**src/rtl/audio_i2s_pkg.sv**
```systemverilog
`default_nettype none
// ============================================================================
//  Module      : audio_i2s_pkg
//  Description : Shared I2S framing constants and receiver state encoding.
//  Revision    : 1.0  initial release
// ============================================================================
package audio_i2s_pkg;

    // BCLKs per channel slot and the Philips-mode data delay in bit clocks.
    localparam int I2S_SLOT_BITS  = 32;
    localparam int I2S_DATA_DELAY = 1;

    typedef enum logic [2:0] {
        IDLE  = 3'd0,
        SYNC  = 3'd1,
        DELAY = 3'd2,
        SHIFT = 3'd3,
        PAD   = 3'd4
    } i2s_rx_state_t;

endpackage
`default_nettype wire

```
**src/rtl/i2s_rx_shifter.sv**
```systemverilog
`default_nettype none
// ============================================================================
//  Module      : i2s_rx_shifter
//  Description : MSB-first serial-to-parallel shift register with a 5-bit
//                bit counter; flags the last bit and pulses done one cycle
//                after the last bit has been shifted in.
//  Revision    : 1.0  initial release
// ============================================================================
module i2s_rx_shifter #(
    parameter int WIDTH = 24
) (
    input  logic             iAUDB_CLK,
    input  logic             reset_reg_N,
    input  logic             i_clear,
    input  logic             i_shift_en,
    input  logic             i_bit,
    output logic [WIDTH-1:0] o_word,
    output logic             o_last,
    output logic             o_done
);

    localparam logic [4:0] c_LAST_IDX = 5'(WIDTH - 1);

    logic [WIDTH-1:0] r_shift;
    logic [4:0]       r_bit_cnt;
    logic             r_done;
    logic             w_last;

    // The bit being shifted this cycle completes the word.
    assign w_last = i_shift_en && (r_bit_cnt == c_LAST_IDX);

    // Shift data in MSB first, count bits, and register the completion pulse.
    always_ff @(posedge iAUDB_CLK or negedge reset_reg_N) begin
        if (!reset_reg_N) begin
            r_shift   <= '0;
            r_bit_cnt <= '0;
            r_done    <= 1'b0;
        end else begin
            r_done <= w_last;
            if (i_clear) begin
                r_bit_cnt <= '0;
            end else if (i_shift_en) begin
                r_shift   <= {r_shift[WIDTH-2:0], i_bit};
                r_bit_cnt <= r_bit_cnt + 5'd1;
            end
        end
    end

    assign o_word = r_shift;
    assign o_last = w_last;
    assign o_done = r_done;

endmodule
`default_nettype wire

```
**src/rtl/audio_i2s_receiver.sv**
```systemverilog
`default_nettype none
// ============================================================================
//  Module      : audio_i2s_receiver
//  Description : Philips-mode I2S capture from the codec ADC. Deserialises
//                left/right slots and presents a signed stereo pair with a
//                valid/ready handshake and a sticky overrun flag.
//                Optional macro AUDIO_I2S_RX_SLOT_CHECK_EN builds a slot-length
//                checker driving o_frame_err; otherwise o_frame_err is 0.
//  Revision    : 1.0  initial release
// ============================================================================
module audio_i2s_receiver
    import audio_i2s_pkg::*;
#(
    parameter int AUD_BIT_DEPTH = 24
) (
    input  logic                     iAUDB_CLK,
    input  logic                     reset_reg_N,
    input  logic                     i2s_enable,
    input  logic                     iAUD_ADCLRCK,
    input  logic                     iAUD_ADCDAT,
    output logic [AUD_BIT_DEPTH-1:0] o_lsound_in,
    output logic [AUD_BIT_DEPTH-1:0] o_rsound_in,
    output logic                     o_sample_valid,
    input  logic                     i_sample_ready,
    output logic                     o_overrun,
    input  logic                     i_clear_flags,
    output logic                     o_frame_err
);

    i2s_rx_state_t          r_state;
    i2s_rx_state_t          w_state_nxt;
    logic                   r_lrck_dly;
    logic                   w_lrck_edge;
    logic                   w_lrck_fall;
    logic [AUD_BIT_DEPTH-1:0] w_word;
    logic                   w_last;
    logic                   w_done;
    logic                   r_cap_right;
    logic [AUD_BIT_DEPTH-1:0] r_left_hold;
    logic [AUD_BIT_DEPTH-1:0] r_lsound;
    logic [AUD_BIT_DEPTH-1:0] r_rsound;
    logic                   r_valid;
    logic                   r_overrun;
    logic                   w_load_pair;
    logic                   w_load_left;

    assign w_lrck_edge = (r_lrck_dly != iAUD_ADCLRCK);
    assign w_lrck_fall = r_lrck_dly && !iAUD_ADCLRCK;

    i2s_rx_shifter #(
        .WIDTH (AUD_BIT_DEPTH)
    ) u_shifter (
        .iAUDB_CLK   (iAUDB_CLK),
        .reset_reg_N (reset_reg_N),
        .i_clear     (r_state == DELAY),
        .i_shift_en  (r_state == SHIFT),
        .i_bit       (iAUD_ADCDAT),
        .o_word      (w_word),
        .o_last      (w_last),
        .o_done      (w_done)
    );

    // A completed word is routed by the slot it was captured in, latched at
    // the last bit so a following LRCK edge cannot misroute it.
    assign w_load_pair = w_done && r_cap_right && i2s_enable;
    assign w_load_left = w_done && !r_cap_right;

    // LRCK history, slot side of the word in flight, and FSM state.
    always_ff @(posedge iAUDB_CLK or negedge reset_reg_N) begin
        if (!reset_reg_N) begin
            r_lrck_dly  <= 1'b0;
            r_cap_right <= 1'b0;
            r_state     <= IDLE;
        end else begin
            r_lrck_dly <= iAUD_ADCLRCK;
            if (w_last) begin
                r_cap_right <= r_lrck_dly;
            end
            r_state <= w_state_nxt;
        end
    end

    // Next-state logic: realign on a falling LRCK edge, abort short slots.
    always_comb begin
        w_state_nxt = r_state;
        if (!i2s_enable) begin
            w_state_nxt = IDLE;
        end else begin
            case (r_state)
                IDLE:  w_state_nxt = SYNC;
                SYNC:  if (w_lrck_fall) w_state_nxt = DELAY;
                DELAY: w_state_nxt = w_lrck_edge ? DELAY : SHIFT;
                SHIFT: begin
                    if (w_last) begin
                        w_state_nxt = w_lrck_edge ? DELAY : PAD;
                    end else if (w_lrck_edge) begin
                        w_state_nxt = DELAY;
                    end
                end
                PAD:   if (w_lrck_edge) w_state_nxt = DELAY;
                default: w_state_nxt = IDLE;
            endcase
        end
    end

    // Left holding register, output pair, handshake and sticky overrun.
    always_ff @(posedge iAUDB_CLK or negedge reset_reg_N) begin
        if (!reset_reg_N) begin
            r_left_hold <= '0;
            r_lsound    <= '0;
            r_rsound    <= '0;
            r_valid     <= 1'b0;
            r_overrun   <= 1'b0;
        end else begin
            if (w_load_left) begin
                r_left_hold <= w_word;
            end
            if (!i2s_enable) begin
                r_valid <= 1'b0;
            end else if (w_load_pair) begin
                r_lsound <= r_left_hold;
                r_rsound <= w_word;
                r_valid  <= 1'b1;
            end else if (i_sample_ready) begin
                r_valid <= 1'b0;
            end
            if (w_load_pair && r_valid && !i_sample_ready) begin
                r_overrun <= 1'b1;
            end else if (i_clear_flags) begin
                r_overrun <= 1'b0;
            end
        end
    end

`ifdef AUDIO_I2S_RX_SLOT_CHECK_EN
    localparam int c_SLOT_CNT_W = $clog2(I2S_SLOT_BITS) + 1;

    logic [c_SLOT_CNT_W-1:0] r_slot_cnt;
    logic                    r_frame_err;
    logic                    w_synced;
    logic                    w_slot_bad;

    assign w_synced   = (r_state == DELAY) || (r_state == SHIFT) || (r_state == PAD);
    assign w_slot_bad = w_lrck_edge && w_synced &&
                        (r_slot_cnt != c_SLOT_CNT_W'(I2S_SLOT_BITS));

    // Count BCLKs per slot (the edge cycle is the first) and flag bad lengths.
    always_ff @(posedge iAUDB_CLK or negedge reset_reg_N) begin
        if (!reset_reg_N) begin
            r_slot_cnt  <= '0;
            r_frame_err <= 1'b0;
        end else begin
            if (w_lrck_edge) begin
                r_slot_cnt <= c_SLOT_CNT_W'(1);
            end else if (r_slot_cnt != '1) begin
                r_slot_cnt <= r_slot_cnt + 1'b1;
            end
            if (w_slot_bad) begin
                r_frame_err <= 1'b1;
            end else if (i_clear_flags) begin
                r_frame_err <= 1'b0;
            end
        end
    end

    assign o_frame_err = r_frame_err;
`else
    assign o_frame_err = 1'b0;
`endif

    assign o_lsound_in    = r_lsound;
    assign o_rsound_in    = r_rsound;
    assign o_sample_valid = r_valid;
    assign o_overrun      = r_overrun;

endmodule
`default_nettype wire

```
**config.mk**
```make
export PLATFORM = sky130hd
export DESIGN_NAME = audio_i2s_receiver
export DESIGN_NICKNAME = d
export VERILOG_FILES = /design/src/rtl/audio_i2s_pkg.sv /design/src/rtl/i2s_rx_shifter.sv /design/src/rtl/audio_i2s_receiver.sv
export SDC_FILE = /design/constraint.sdc
export NUM_CORES = 1
export LEC_CHECK = 0
export ABC_AREA = 1
export BUFFER_PORTS_ARGS = -buffer_cell sky130_fd_sc_hd__buf_4
export CORE_UTILIZATION = 40
export DETAILED_ROUTE_END_ITERATION = 6
export GPL_TIMING_DRIVEN = 0
export PLACE_DENSITY = 0.57
export SLEW_MARGIN = 20
export SYNTH_ARGS = -nofsm -noshare
export SYNTH_HDL_FRONTEND = slang
export SYNTH_SLANG_ARGS = --single-unit
```
**constraint.sdc**
```tcl
create_clock -name iAUDB_CLK -period 3 [get_ports iAUDB_CLK]
set_input_delay 0.3 -clock iAUDB_CLK [delete_from_list [all_inputs] [get_ports iAUDB_CLK]]
set_output_delay 0.3 -clock iAUDB_CLK [all_outputs]
set_load 0.005 [all_outputs]
```
## Word-level counts from Yosys, hierarchy flattened

Cells that the tools add are included.

- Word-level logic and storage cells: 50
- Output and inout port bits: 51
- Bits of input ports: 7
- Bits in registers: 109

- Multiplexer cells: 14
- Reduce and logical (&&, ||, !) cells: 15
- Bitwise gates (word level): 1
- Add/sub/neg operators: 1
- Equality and inequality tests: 8

Operators by type and width:

| operator | count |
|---|---|
| 3-bit two-way mux | 5 |
| 3-bit case mux with 5 select lines | 1 |
| 5-bit two-way mux | 2 |
| 1-bit logical AND | 7 |
| 3-bit by 2-bit == test with 1-bit output (second input constant) | 2 |
| 1-bit two-way mux | 6 |
| 5-bit by 1-bit adder with 5-bit output (second input constant) | 1 |
| 5-bit == test (second input constant) | 1 |
| 2-bit AND reduction | 2 |
| 2-bit nonzero test | 2 |
| 3-bit by 1-bit == test with 1-bit output (second input constant) | 1 |
| 3-bit == test (second input constant) | 1 |
| 1-bit zero test | 3 |
| 3-bit zero test | 1 |
| 3-bit by 1-bit inequality test with 1-bit output (second input constant) | 1 |
| 3-bit inequality test (second input constant) | 1 |
| 1-bit inequality test | 1 |
| 1-bit inverter | 1 |

## Depth between registers and ports, before layout

Gate-level depths: netlist of the first run.

- Depth after elaboration: 5
- Depth in mapped cells: 8
- Mapped depth without buffers: 8

## Hierarchy

From an unflattened synthesis of the first run, not the netlist that was laid out.

- Cell total of the unflattened synthesis: 474
- Area total of the unflattened synthesis: 4443.0 µm²

Modules (own cells, without submodules):

| module | sequential area each (µm²) | area an instance (µm²) | cells an instance | times used |
|---|---|---|---|---|
| audio_i2s_receiver | 1976.9 | 3215.6 | 337 | 1 |
| i2s_rx_shifter | 750.7 | 1227.4 | 137 | 1 |

## Worst setup path before layout of the first run

No wires, ideal clock.

- Path type: register -> register
- From: register r_state[2]
- To: register u_shifter.r_shift[12], in the netlist u_shifter.o_word[12]
- Clock period less this slack: 1.128 ns
- Setup time: 0.130 ns
- Data required time: 2.870 ns
- Arrival: 0.998 ns
- Path buffers: 2
- Slack: 1.872 ns
- Stages on the path, launching flop included: 7
- Cells stage by stage: dfrtp_1 > nor2_4 > nand2_4 > buf_6 > buf_6 > nand2_1 > o21ai_1

- Cells in the longest elaborated chain, start to end: 3
- Elaborated cells between the ends (all ways): 4
- Those cells by class: eq/ne: 2; bitwise: 1; reduce/logical: 1

Ends and longest elaborated chain:

| item | line | RTL |
|---|---|---|
| start, declared | audio_i2s_receiver.sv:30 | `i2s_rx_state_t r_state;` |
| start signal, assigned | audio_i2s_receiver.sv:79 | `r_state <= w_state_nxt;` |
| 3-bit by 2-bit == test with 1-bit output | audio_i2s_receiver.sv:55 | `.i_clear (r_state == DELAY),` |
| 1-bit inverter (no line) | -- |  |
| 2-bit AND reduction (no line) (*) | -- |  |
| end signal, assigned | i2s_rx_shifter.sv:43 | `r_shift <= {r_shift[WIDTH-2:0], i_bit};` |
| end, declared | i2s_rx_shifter.sv:24 | `logic [WIDTH-1:0] r_shift;` |

Every way passes the cells marked *; elsewhere a longest branch is shown, timed or not.
A chain may end at the register's enable or synchronous reset.

## Worst setup path in the final report of the first run

- From: register r_cap_right
- To: register r_rsound[13], in the netlist o_rsound_in[13]

- Cells in the longest elaborated chain, start to end: 3

Ends and longest elaborated chain:

| item | line | RTL |
|---|---|---|
| start, declared | audio_i2s_receiver.sv:38 | `logic r_cap_right;` |
| start signal, assigned | audio_i2s_receiver.sv:77 | `r_cap_right <= r_lrck_dly;` |
| 1-bit logical AND (2 in a row) | audio_i2s_receiver.sv:65 | `assign w_load_pair = w_done && r_cap_right && i2s_enable;` |
| 2-bit AND reduction (no line) | -- |  |
| end signal, assigned | audio_i2s_receiver.sv:122 | `r_rsound <= w_word;` |
| end, declared | audio_i2s_receiver.sv:41 | `logic [AUD_BIT_DEPTH-1:0] r_rsound;` |

Every way passes these cells.

==> key figures, run 1 <==
Status
  • Outcome: completed

STA
  • Final setup margin: 1640 ps
  • Slew @ Worst Pin: 977 ps
  • Period utilization: 45.4%
  • Fin crit period: 1360 ps
  • Skew final: 14.9 ps
  • RSZ-0062 raised after global routing: false
  • Fin. max-slew vios: 0
  • Final Hold Viols: 0
  • Fmax: 0.735 GHz
  • Setup violators final: 0
  • Setup TNS: 0 ps
  • Relative slew slack: 34.9%

Detailed routing
  • DR WL met3: 268 um
  • Top Layer Used: met4
  • Residual DRC count: 0
  • Routed Antenna Nets: 0
  • Avg Vias per Cell: 4.73
  • Metal-1 WL: 4020 um
  • Met2 routed WL: 3980 um
  • Wire length per cell: 13.0 um
  • Drt pass-1 iters: 6
  • Via Count: 3,068
  • Final WL: 8410 um
  • Initial DRC Count: 117

Floorplan
  • Die area: 10,900 um2
  • Initial Utilization: 40.9%
  • Die Wd: 105 um
  • Die H: 105 um
  • Top-level port count: 58
  • Core area: 10,300 um2
  • Row cnt: 37

Critical path
  • Worst setup EP type: flip-flop
  • Critical path class: reg -> reg
  • Critical Path Start Type: flip-flop
  • Max stage delay on crit path: 390 ps
  • Critical Path, Cell by Cell: nand3_1 > buf_2 > clkbuf_1 > o21ai_0
  • CP Data Arrival Time: 1580 ps
  • CP max-delay cell: dfrtp_1
  • CP Buf/Inv Count: 2
  • Critical path's top delay family: buffers and inverters
  • Data required time of the worst path: 3220 ps
  • Crit-path max FO: 10

Clocking
  • Number of setup buffers added after CTS: 0
  • CTS tree: done
  • CTS Buffer Depth: 2
  • # H-tree levels: 3
  • CTS sink count: 109
  • Root Driver: clkbuf_8
  • Hold buffer count at CTS: 0
  • Clock transition at path regs: 100 ps
  • Post-CTS resize count: 0
  • Clk_lat worst skew: 360 ps
  • Inserted Clock Buffers: 9

Placed design
  • I/O Buffers: 56
  • Post-DP Area: 4800 um2
  • Place WS: 1550 ps
  • Routability cong.: 0.734
  • DPL Wire Length: 5740 um
  • Inst Count DP: 633

Power and ir drop
  • Peak VDD IR: 0.265 mV
  • Power per cell area: 553 nW/um2
  • Leakage: 2.50 nW
  • Total power: 2.75 mW

Global routing
  • GRT overflow: 0
  • Initial antenna violation count: 0
  • Largest net degree at the start of global routing: 110
  • Total Routing Usage GR: 16.9%
  • Via count of the first global-routing pass: 3,014
  • First-pass GRT wire length: 14,500 um

Yosys
  • Post-Synthesis Cells: 441
  • Number of synthesized register bits: 109
  • Syn_area_per_cell: 9.54 um2
  • Ys Warns: 0
  • Asr flop ratio synth: 100%
  • Post-synthesis cell area: 4210 um2
  • Sequential fraction of the synthesis area: 64.8%
  • Ys flop type: dfrtp_1
  • Unique masters post-synth: 24
  • Mapped Nets: 450
  • Number of synthesized flops with an enable pin: 0

Finish
  • Share of cells above drive strength 1: 18.6%
  • Antenna Cells: 0
  • Most frequent cells in the layout: nand2_1, dfrtp_1, o21ai_0, buf_4, inv_1
  • Non-Filler Instances: 648
  • Post-route cell area: 4970 um2
  • Commonest non-fill, non-tap cell in the layout: nand2_1
  • Nets@finish: 517
  • Area delta synth->final: 18.3%

Hold path
  • Hold crit path type: in -> async

Job
  • Max Cap Violations: 0
[flip-flops by register name (all words and copies together), names as in the netlist]
register / flops
u_shifter.o_done: 1
r_left_hold: 24
o_overrun: 1
u_shifter.o_word: 24
u_shifter.r_bit_cnt: 5
r_state: 3
o_lsound_in: 24
r_lrck_dly: 1
o_rsound_in: 24
r_cap_right: 1
o_sample_valid: 1
[cell families (layout without fill, tap and decap cells)]
family          after synthesis  in the layout  share of synthesized area (%)
other cells                   1              1                         0.0891
buf+inv                      61            132                           6.72
flops                       109            109                           64.8
simple gates                183            183                           17.1
fa+ha+maj                     2              2                          0.595
compound gates               85             85                           10.6
[area by class of cell]
cell class                      count  area, um2
Fill cell                        1019       5300
Timing Repair Buffer               56        424
Clock inverter                      5       36.3
Tap cell                          136        170
Clock buffer                       10        138
Sequential cell                   109       2730
Multi-Input combinational cell    271       1200
Inverter                           40        150
Buffer                             21        133
[layer usage]
| layer | up-vias | track usage [%] |
|---|---|---|
| met1 | 1484 | 23.0 |
| met4 | 0 | 6.33 |
| met5 | - | 0 |
| met2 | 48 | 27.2 |
| met3 | 12 | 2.62 |
| li1 | 1524 | - |
[synthesized netlist by cell type, types with 3 or more instances]
master / number / area share, %
nor2_1: 9 / 0.80
buf_6: 5 / 1.3
o21ai_0: 59 / 7.0
o21ai_1: 18 / 2.1
nand3_1: 9 / 1.1
inv_1: 38 / 3.4
buf_2: 10 / 1.2
clkbuf_1: 5 / 0.45
o21ai_2: 3 / 0.62
nand2_1: 160 / 14
dfrtp_1: 109 / 65
[path summary, 6_finish.rpt]
kind | start | end | slack (ps) | depth (start not counted)
max | r_cap_right | o_rsound_in[13] | 1640 | 4
min | reset_reg_N | o_lsound_in[9] | 40 | 1
max reg2reg | r_cap_right | o_rsound_in[13] | 1640 | 4
min reg2reg | r_left_hold[3] | o_lsound_in[3] | 470 | 2
max in group asynchronous | reset_reg_N | o_rsound_in[23] | 2280 | 1
min in group iAUDB_CLK | iAUD_ADCLRCK | r_lrck_dly | 50 | 1
[through the flow]
step / util (%) / hold slack, ps
5_1_grt: 48.4 / 33.6
4_1_cts: 48.4 / 29.5
2_1_floorplan: - / 4.41
3_5_place_dp: 46.7 / 420
3_3_place_gp: 46.7 / 419
6_report: 48.4 / 41.8
[power breakdown]
group	total [mW]	internal, mW	switching [mW]
sequential	1.60	1.54	0.0573
clock	0.804	0.322	0.482
combinational	0.346	0.112	0.234
[worst reg2reg max path, delay by kind of cell (launching register included)]
| family | cells | cell delay [ps] |
|---|---|---|
| simple gates | 1 | 90 |
| buf+inv | 2 | 600 |
| flops | 1 | 390 |
| compound gates | 1 | 130 |
No activity file was read; power rests on OpenSTA's default activity.
==> inputs of run 2 (changes only) <==
--- a/config.mk
+++ b/config.mk
@@ -5,7 +5,7 @@
 export SDC_FILE = /design/constraint.sdc
 export NUM_CORES = 1
 export LEC_CHECK = 0
-export ABC_AREA = 1
+export ABC_AREA = 0
 export BUFFER_PORTS_ARGS = -buffer_cell sky130_fd_sc_hd__buf_4
 export CORE_UTILIZATION = 40
 export DETAILED_ROUTE_END_ITERATION = 6
==> constraint.sdc (replaced) <==
create_clock -name iAUDB_CLK -period 1.3 [get_ports iAUDB_CLK]
set_input_delay 0.13 -clock iAUDB_CLK [delete_from_list [all_inputs] [get_ports iAUDB_CLK]]
set_output_delay 0.13 -clock iAUDB_CLK [all_outputs]
set_load 0.005 [all_outputs]
==> key figures, run 2 <==
Yosys
  • Top cells by count, synth: dfrtp_1, mux2_2, mux2_4
  • Count leader, synth: dfrtp_1
  • Unique masters post-synth: 31
  • Post-Synthesis Cells: 265
  • Synth top area share: 63.3%
  • Number of synthesized register bits: 109
  • Mapped Nets: 274
  • Asr flop ratio synth: 100%
  • Area contributors post-synth: dfrtp_1, mux2_2, mux2_4, mux2_1, buf_6
  • Ys Warns: 0
  • Syn_area_per_cell: 16.3 um2
  • Number of synthesized flops with an enable pin: 0
  • Ys flop type: dfrtp_1
  • Sequential fraction of the synthesis area: 63.3%
  • Post-synthesis cell area: 4310 um2
  • Area leader, netlist: dfrtp_1

STA
  • Slew @ Worst Pin: 891 ps
  • Fmax: 0.693 GHz
  • Period utilization: 111%
  • RSZ-0062 raised after global routing: true
  • Final setup margin: -144 ps
  • Relative slew slack: 40.6%
  • Final Hold Viols: 0
  • Fin. max-slew vios: 0
  • Setup violators final: 6
  • Hold Slack: 55.4 ps
  • Skew final: 17.3 ps
  • Fin crit period: 1440 ps

Finish
  • Share of cells above drive strength 1: 56.1%
  • Post-route cell area: 5330 um2
  • Area delta synth->final: 23.6%
  • Fill cell total of the finished layout: 893
  • Core Util, Final: 51.4%
  • Most frequent cells in the layout: dfrtp_1, buf_4, mux2_2, mux2_4, clkbuf_8
  • Commonest non-fill, non-tap cell in the layout: dfrtp_1
  • Nets@finish: 356
  • Antenna Cells: 0

Placed design
  • DPL Wire Length: 4650 um
  • Routability cong.: 0.719
  • Post-DP Area: 4910 um2
  • I/O Buffers: 56
  • Place WS: -211 ps

Detailed routing
  • DR WL met3: 235 um
  • Top Layer Used: met4
  • Residual DRC count: 0
  • Routed Antenna Nets: 0
  • Via Count: 2,366
  • Metal-1 WL: 3750 um
  • Initial DRC Count: 91
  • Wire length per cell: 15.4 um
  • Drt pass-1 iters: 5
  • Final WL: 7500 um
  • Met2 routed WL: 3430 um
  • Avg Vias per Cell: 4.86

Critical path
  • Critical Path, Cell by Cell: ha_2 > and4b_1 > buf_4 > a31o_4 > a221oi_2
  • Critical path class: reg -> reg
  • Flop2flop setup slack: -140 ps
  • CP Data Arrival Time: 1720 ps
  • Max stage delay on crit path: 410 ps
  • FF-to-FF Start: u_shifter.r_bit_cnt[1]
  • Critical Path Start Type: flip-flop
  • Crit-path max FO: 2
  • R2r worst-path depth: 5
  • Data required time of the worst path: 1580 ps
  • Worst setup EP type: flip-flop
  • CP max-delay cell: dfrtp_1
  • FF-to-FF End: r_state[1]

Power and ir drop
  • Leakage: 2.84 nW
  • Power per cell area: 1160 nW/um2
  • Peak VDD IR: 0.557 mV

Floorplan
  • Row cnt: 37
  • Top-level port count: 58
  • Die area: 11,200 um2
  • Die Wd: 106 um
  • Core area: 10,400 um2
  • Initial Utilization: 41.5%
  • Die H: 106 um

Clocking
  • CTS Buffer Depth: 2
  • CTS sink count: 109
  • Clk_lat worst skew: 370 ps
  • Root Driver: clkbuf_8
  • Clock transition at path regs: 100 ps
  • Inserted Clock Buffers: 9
  • CTS tree: done
  • # H-tree levels: 3

Global routing
  • GRT overflow: 0
  • Initial antenna violation count: 0
  • Largest net degree at the start of global routing: 110
  • Via count of the first global-routing pass: 2,391
  • Total Routing Usage GR: 14.4%
  • First-pass GRT wire length: 12,400 um

Status
  • Failing checks: negative setup slack
  • Outcome: finished with violations

Hold path
  • Hold Path End: o_sample_valid
  • Min-delay src: i_sample_ready
  • Hold depth: 3
  • Hold crit path type: in -> reg

Job
  • Max Cap Violations: 0
-- run 2: cell types whose count changed after synthesis, sizes merged, moves of 3 or more --
cell | previous run | this run
inv | 40 | 2
mux2 | 0 | 97
nor2 | 10 | 2
clkbuf | 5 | 0
buf | 16 | 13
nand2 | 161 | 8
nand3b | 0 | 3
o21ai | 80 | 3
-- run 2: cell type report --
type | instances | area (um2) | area share (%)
buffer | 13 | 156 | 2.94
multi-input combinational | 141 | 1540 | 28.9
inverter | 2 | 7.51 | 0.141
tap | 136 | 170 | 3.20
clock inverter | 6 | 48.8 | 0.916
sequential | 109 | 2730 | 51.2
clock buffer | 9 | 124 | 2.33
timing repair buffer | 71 | 553 | 10.4
-- run 2: worst max path at each step --
stage / startpoint / to / slack, ps / depth (start not counted)
after detailed placement: u_shifter.r_bit_cnt[0] / r_cap_right / -210 / 4
after global routing: u_shifter.r_bit_cnt[0] / r_cap_right / -190 / 4
final: u_shifter.r_bit_cnt[1] / r_state[1] / -140 / 5
after global placement: u_shifter.r_bit_cnt[0] / r_cap_right / -210 / 4
after CTS: u_shifter.r_bit_cnt[0] / r_state[1] / -130 / 5
after floorplan: u_shifter.r_bit_cnt[0] / r_cap_right / -100 / 4
-- run 2: stage by stage --
stage / instances / setup TNS [ps] / power, mW
2_1_floorplan: 265 / -103 / 4.08
3_3_place_gp: 457 / -15820 / 4.24
3_5_place_dp: 457 / -6820 / 4.27
4_1_cts: 484 / -582 / 6.23
5_1_grt: 487 / -2150 / 6.48
6_report: 487 / -376 / 6.19
-- run 2: critical path, delay by kind of cell (launching register included) --
family	cells	cell delay, ps
AO/OA/AOI/OAI	2	430
adder cells (fa/ha/maj)	1	200
buffers and inverters	1	150
flip-flops	1	410
AND/OR/NAND/NOR	1	180
-- run 2: repair_timing --
item	4_1_cts	5_1_grt
gates resized for setup	21	8
endpoints found under the setup margin	84	46
hold buffers	4	0
pin swaps	3	6
setup buffers	8	3
hold endpoints to repair	112	0
-- run 2: routing by layer --
| layer | up-vias | GRT usage (%) |
|---|---|---|
| met2 | 42 | 21.4 |
| met5 | - | 0 |
| li1 | 1105 | - |
| met3 | 7 | 3.83 |
| met1 | 1212 | 20.4 |
| met4 | 0 | 5.06 |
-- run 2: where the power goes --
group          total (mW)  internal, mW  switching [mW]
registers            3.72          3.55           0.172
logic               0.576         0.335           0.241
clock network        1.89         0.708            1.18
total                6.19          4.59            1.59
-- run 2: cell families after synthesis --
logic type	count (synthesis)	share of synthesized area, %
flip-flops	109	63.3
adder cells (fa/ha/maj)	2	0.581
buffers and inverters	15	2.56
AO/OA/AOI/OAI	11	1.71
AND/OR/NAND/NOR	29	4.41
multiplexers	98	27.3
other	1	0.0870
